==> config.mk <==
export PLATFORM = sky130hd
export DESIGN_NAME = bin_to_gray_tx
export DESIGN_NICKNAME = d
export VERILOG_FILES = /design/src/rtl/gray_pkg.sv /design/src/rtl/sync_edge_det.sv /design/src/rtl/bin_to_gray_tx.sv
export SDC_FILE = /design/constraint.sdc
export NUM_CORES = 1
export LEC_CHECK = 0
export ABC_AREA = 1
export CAP_MARGIN = 5
export CORE_MARGIN = 2
export CORE_UTILIZATION = 45
export DETAILED_ROUTE_END_ITERATION = 16
export PLACE_DENSITY_LB_ADDON = 0.05
export SETUP_SLACK_MARGIN = 0.5
export SLEW_MARGIN = 25
export SYNTH_ARGS = -nofsm -noshare
export SYNTH_HDL_FRONTEND = slang
export SYNTH_SLANG_ARGS = --single-unit
==> constraint.sdc <==
create_clock -name clk -period 1.6 [get_ports clk]
set_input_delay 0.32 -clock clk [delete_from_list [all_inputs] [get_ports clk]]
set_output_delay 0.32 -clock clk [all_outputs]
set_load 0.005 [all_outputs]
==> src/rtl/gray_pkg.sv <==
// rtl/gray_pkg.sv - shared Gray-code width, type and conversion helper
package gray_pkg;

    localparam int GRAY_W = 4;

    typedef logic [GRAY_W-1:0] gray_t;

    function automatic gray_t bin2gray(input logic [GRAY_W-1:0] bin);
        return bin ^ (bin >> 1);
    endfunction

endpackage

==> src/rtl/sync_edge_det.sv <==
// rtl/sync_edge_det.sv - 2-FF synchronizer with rising-edge detector
module sync_edge_det (
    input  logic clk,
    input  logic rst,
    input  logic async_in,
    output logic level,
    output logic evt
);

    logic s1;
    logic s2;
    logic s2_d;

    always_ff @(posedge clk) begin
        if (rst) begin
            s1   <= 1'b0;
            s2   <= 1'b0;
            s2_d <= 1'b0;
        end else begin
            s1   <= async_in;
            s2   <= s1;
            s2_d <= s2;
        end
    end

    // History is cleared by reset, so a level held high through reset
    // release shows up as exactly one rising edge afterwards.
    assign level = s2;
    assign evt   = s2 & ~s2_d;

endmodule

==> src/rtl/bin_to_gray_tx.sv <==
// rtl/bin_to_gray_tx.sv - switch/button driven binary counter with registered Gray output
module bin_to_gray_tx
    import gray_pkg::*;
#(
    parameter int W = 4
) (
    input  logic         clk,
    input  logic         rst,
    input  logic         read,
    input  logic [W-1:0] inSwitch,
    input  logic         step,
    input  logic         up_dn,
    output logic [W-1:0] bin_out,
    output logic [W-1:0] gray_out,
    output logic         gray_valid
);

    logic         read_lvl;
    logic         read_evt;
    logic         step_lvl;
    logic         step_evt;

    logic [W-1:0] sw_s1;
    logic [W-1:0] sw_s2;
    logic         ud_s1;
    logic         ud_s2;

    logic [W-1:0] bin_q;
    logic [W-1:0] bin_next;
    logic         any_evt;
    logic         upd_q;
    logic [W-1:0] gray_q;
    logic [W-1:0] gray_next;
    logic         valid_q;

    sync_edge_det u_read_sync (
        .clk      (clk),
        .rst      (rst),
        .async_in (read),
        .level    (read_lvl),
        .evt      (read_evt)
    );

    sync_edge_det u_step_sync (
        .clk      (clk),
        .rst      (rst),
        .async_in (step),
        .level    (step_lvl),
        .evt      (step_evt)
    );

    // Only the edge events drive this block; the levels are not needed.
    logic unused_lvl;
    assign unused_lvl = read_lvl ^ step_lvl;

    // Load has priority; a step event in the same cycle is dropped.
    always_comb begin
        bin_next = bin_q;
        any_evt  = 1'b0;
        if (read_evt) begin
            bin_next = sw_s2;
            any_evt  = 1'b1;
        end else if (step_evt) begin
            any_evt = 1'b1;
            if (ud_s2) begin
                bin_next = bin_q + W'(1);
            end else begin
                bin_next = bin_q - W'(1);
            end
        end
    end

    generate
        if (W == GRAY_W) begin : g_pkg_conv
            gray_t gray_pkg_val;
            assign gray_pkg_val = bin2gray(bin_q);
            assign gray_next    = gray_pkg_val;
        end else begin : g_gen_conv
            assign gray_next = bin_q ^ (bin_q >> 1);
        end
    endgenerate

    always_ff @(posedge clk) begin
        if (rst) begin
            sw_s1   <= '0;
            sw_s2   <= '0;
            ud_s1   <= 1'b0;
            ud_s2   <= 1'b0;
            bin_q   <= '0;
            upd_q   <= 1'b0;
            gray_q  <= '0;
            valid_q <= 1'b0;
        end else begin
            sw_s1 <= inSwitch;
            sw_s2 <= sw_s1;
            ud_s1 <= up_dn;
            ud_s2 <= ud_s1;
            if (any_evt) begin
                bin_q <= bin_next;
            end
            // Gray register follows the counter one cycle later, and only
            // when an event landed, so it never moves between events.
            upd_q   <= any_evt;
            valid_q <= upd_q;
            if (upd_q) begin
                gray_q <= gray_next;
            end
        end
    end

    assign bin_out    = bin_q;
    assign gray_out   = gray_q;
    assign gray_valid = valid_q;

endmodule

Yosys cells after proc, flatten, opt, wreduce, memory -nomap -nowiden
Cells that the tools add are included.
{ "word_totals": {"regBits": 26, "elab_cells": 28} }
{ "classes": {"addsub": 2, "n_mux": 5, "bitwise_logic": 5, "reduce_logical": 2} }
{ "op_table": {"columns": ["operator", "count"], "rows": [
  ["$mux W4", 3],
  ["$add A4 B1 Y4 const B", 1],
  ["$sub A4 B1 Y4 const B", 1],
  ["$xor A4 B3 Y4", 1],
  ["$and A1 B1 Y1", 2],
  ["$mux W1", 2],
  ["$not A1 Y1", 2],
  ["$reduce_and A2 Y1", 1],
  ["$reduce_bool A2 Y1", 1]
]} }

Depth between registers and ports, before layout
{ "depth": {"depth_word": 5, "ltp_mapped": 9, "mapped_depth_nobuf": 9} }

Modules after synthesis
A second synthesis with hierarchy kept.
{ "hier_totals": {"hier_cells": 121, "hier_area_um2": 967.2} }
{ "modules_own_cells": {"columns": ["module", "n_inst", "cells_per_inst", "area_per_inst_um2", "seq_area_each_um2"], "rows": [
  ["bin_to_gray_tx", 1, 101, 794.5, 400.4],
  ["sync_edge_det", 2, 10, 86.3, 60.1]
]} }

Worst setup path before layout
OpenSTA, ideal clock, no wires.
{ "synth_path": {"kind": "register to register", "startpoint": "register ud_s2", "endpoint": "register bin_q[3] (netlist: bin_out[3])", "setup_time_ns": 0.118, "arrival_time_ns": 1.158, "t_required_ns": 1.482, "path_slack_ns": 0.324, "path_stages_with_launch": 8, "synth_period_minus_slack_ns": 1.276, "path_cell_list": "dfxtp_1 > inv_1 > ha_1 > or2_1 > nand3_1 > nand3_1 > nand2_1 > a21oi_2"} }
{ "synth_between": {"elab_chain_cells": 3} }
{ "synth_lines": {"columns": ["item", "line", "rtl"], "rows": [
  ["start, declared", "bin_to_gray_tx.sv:26", "logic ud_s2;"],
  ["start signal, assigned", "bin_to_gray_tx.sv:97", "ud_s2 <= ud_s1;"],
  ["$mux W4", "bin_to_gray_tx.sv:65", "if (ud_s2) begin"],
  ["$mux W4", "bin_to_gray_tx.sv:63", "end else if (step_evt) begin"],
  ["$mux W4", "bin_to_gray_tx.sv:60", "if (read_evt) begin"],
  ["end signal, assigned", "bin_to_gray_tx.sv:99", "bin_q <= bin_next;"],
  ["end, declared", "bin_to_gray_tx.sv:28", "logic [W-1:0] bin_q;"]
]} }
No other way between the ends. The select of a mux whose other input is x is not followed.
A chain may end at the register's enable or synchronous reset.

Final worst setup path
{ "layout_path": {"startpoint": "register bin_q[1] (netlist: bin_out[1])", "endpoint": "output bin_out[1]"} }
{ "layout_lines": {"columns": ["item", "line", "rtl"], "rows": [
  ["end, declared", "bin_to_gray_tx.sv:13", "output logic [W-1:0] bin_out,"]
]} }
No word-level cell between the ends.

==> impl_metrics.toml <==
[setup_path]
crit_path_frequent_cell = "buf_6"
worst-r2r-setup-slack_ps = 280
timing.setup.critical_path_class = "flip-flop to output port"
crit_path_top_delay_cell = "dfxtp_4"
cp_cell_sequence = "buf_4 > buf_6 > buf_6"
timing.critical_path.required_ps = 1280
critical_path.endpoint_type = "output port"
worst_setup_path_start_kind = "flip-flop"
cp_slowest_stage_delay_ps = 370
timing.critical_path.fanout_max = 2
worstPathArrival_ps = 1000

[clock_network]
cts-htree-levels = 1
cts_tree = "yes"
cts_root_buffer = "clkbuf_4"
cts_hold_repair.buffers = 0
clk_pin_slew_worst_paths_ps = 130
number_of_clock_buffers_inserted_by_tritoncts = 3
clk_path_buf_depth = 2
cts.sinks = 26
clk-insertion-delay-late_ps = 310

[finish]
finish.utilization = 0.641
drive_above_1_share = 0.310
design.final.nets = 171
num_antenna_cells = 0
areaGrowthSynthToFinish_pct = 37.7
layout_filler_cell_count = 205
layout.cells.most_common = "nor2_1"
mostFrequentLayoutCells = "27 x nor2_1, 22 x inv_1, 17 x dfxtp_1, 13 x nand2_1, 10 x buf_4"

[global_routing]
grt_max_degree = 17
gr-total-overflow = 0
first_global_vias = 662
grt_antenna_before_repair = 0
global_route.usage.total = 0.143
grt_first_pass_wirelength_mm = 2.71

[yosys]
synth_area_per_cell_um2 = 8.06
seq_area_frac_synth = 0.521
netlist-cell-type-count = 23
synth_enable_flop_cells = 0
syn_nets = 136
synth_top_family_by_area = "simple AND/OR/NAND/NOR gates"
post-synth-top-area-cell = "dfxtp_1"
dominantRegCellSynth = "dfxtp_1"
synth_cells = 124
yosys-top-cells-area = "dfxtp_1 52%, nor2_1 10%, inv_1 8.6%"
synthArstFlopShare = 0
synth-compound-area-share = 0.0601
yosysTopAreaCellShare = 0.521
synth-warning-count = 0
synth_area_um2 = 1000
synth.ff_latch_count = 26
adder_cell_fraction_of_synth_area = 0.0451
synthXorXnorAreaFrac = 0.0350
synth_mux_area_frac = 0
post_synth_and_or_nand_nor_area_fraction = 0.218

[routing]
wire_per_inst_um = 8.91
highest_layer = "met4"
wl_met2_um = 818
wire_length_on_met1_um = 763
drc = 0
detail_route.vias_per_cell = 4.26
routed-wl-met3_um = 58
via_count = 793
drt_first_iter_violations = 2
pre_repair_dr_iteration_count = 3
routed_wl_mm = 1.66
ant_nets = 0

[status]
run_status = "complete, no violations"

[die]
die_h_um = 51.1
initial_core_util = 0.465
die_x_um = 51.1
ios = 18
area_of_the_die_um2 = 2610
core_um2 = 2150
fp-row-count = 17

[placed_design]
placed_wire_length_estimate_after_detailed_placement_mm = 1.21
finalWeightedCongestion = 0.815
io_buffer_count = 17
pre_cts_ws_ps = 285

[flow_run]
drv.max_cap_violation_count = 0

[timing]
slew-limit-headroom = 0.868
max_slew_violation_total_from_the_final_report = 0
worst_clock_skew_on_the_final_layout_ps = 1.21
final.min_clock_period_ps = 1320
worst-slew-pin-transition_ps = 198
timing.final.crit_share = 0.827
fmaxAchievable_mhz = 755
setup_repair_after_global_routing_missed_its_margin = "yes"
setup_total_negative_slack_ps = 0
report.final.hold_viol_count = 0
setup_viol_count_final = 0
fin_ws_ps = 276

[power]
max-vdd-ir-drop_uv = 715
pwr_density_cell_nw_per_um2 = 886
report.power.total_w = 0.00122
total_leakage_power_nw = 0.679

[hold_path]
hold_path_class = "flip-flop to flip-flop"
[synth_stat cells (2+ instances only)]
master	instances
nor2_1	27
dfxtp_1	26
inv_1	23
nand2_1	13
o21ai_0	7
xor2_1	4
nand3_1	3
a21oi_1	2
buf_2	2
ha_1	2
inv_2	2
nand2_2	2
[per-layer routing]
layer | global-route usage | vias up
li1 | - | 433
met1 | 0.178 | 347
met2 | 0.225 | 11
met3 | 0.0351 | 2
met4 | 0.0811 | 0
met5 | 0 | -
[repair_timing]
item / in CTS / in global routing
gates resized for setup: 47 / 8
endpoints found under the hold margin: 0 / 0
setup buffers: 10 / 4
setup endpoints to repair: 12 / 15
pin swaps: 7 / 1
[area by class of cell]
cell class / count / area (um2) / share of cell area
clock buffers: 4 / 36.3 / 0.0264
inverters: 27 / 104 / 0.0755
multi-input cells: 68 / 373 / 0.271
flip-flops and latches: 26 / 542 / 0.394
well taps: 28 / 35.0 / 0.0255
repair buffers: 33 / 287 / 0.208
[stage by stage]
stage | hold slack (ps) | cell area (um2) | std cells
finish | 405 | 1380 | 186
global route | 426 | 1380 | 186
CTS | 405 | 1340 | 182
detailed placement | 386 | 1220 | 168
global placement | 391 | 1220 | 168
floorplan | 381 | 1020 | 124
[worst paths after layout]
check                                 from         end  cells past startpoint
worst min register to register       ud_s1       ud_s2                      2
worst max-delay path            bin_out[1]  bin_out[1]                      3
worst max register to register  bin_out[1]  bin_out[1]                      4
worst min-delay path                 ud_s1       ud_s2                      2
[logic make-up after synthesis]
kind of cell,after synthesis
DFF,26
AOI/OAI and AO/OA,11
buffers and inverters,30
and+or+nand+nor,50
adders and majority gates,3
xor gates and xnor gates,4
[report_power, final]
part	switching [W]	internal, W
sequential	0.0000155	0.000679
combinational	0.0000929	0.000116
clock	0.000177	0.000139
[sequential cells by signal, indices dropped and copies added, names as in the netlist]
name	flops
u_step_sync.s2_d	1
ud_s2	1
u_step_sync.level	1
sw_s2	4
upd_q	1
ud_s1	1
u_read_sync.level	1
gray_out	4
sw_s1	4
u_step_sync.s1	1
bin_out	4
gray_valid	1
u_read_sync.s2_d	1
u_read_sync.s1	1
[worst max-delay path: cells and delay by family (launching register included)]
kind / cells / cell delay [ps]
buf+inv: 3 / 330
flops: 1 / 370
(Power assumes the default switching activity.)
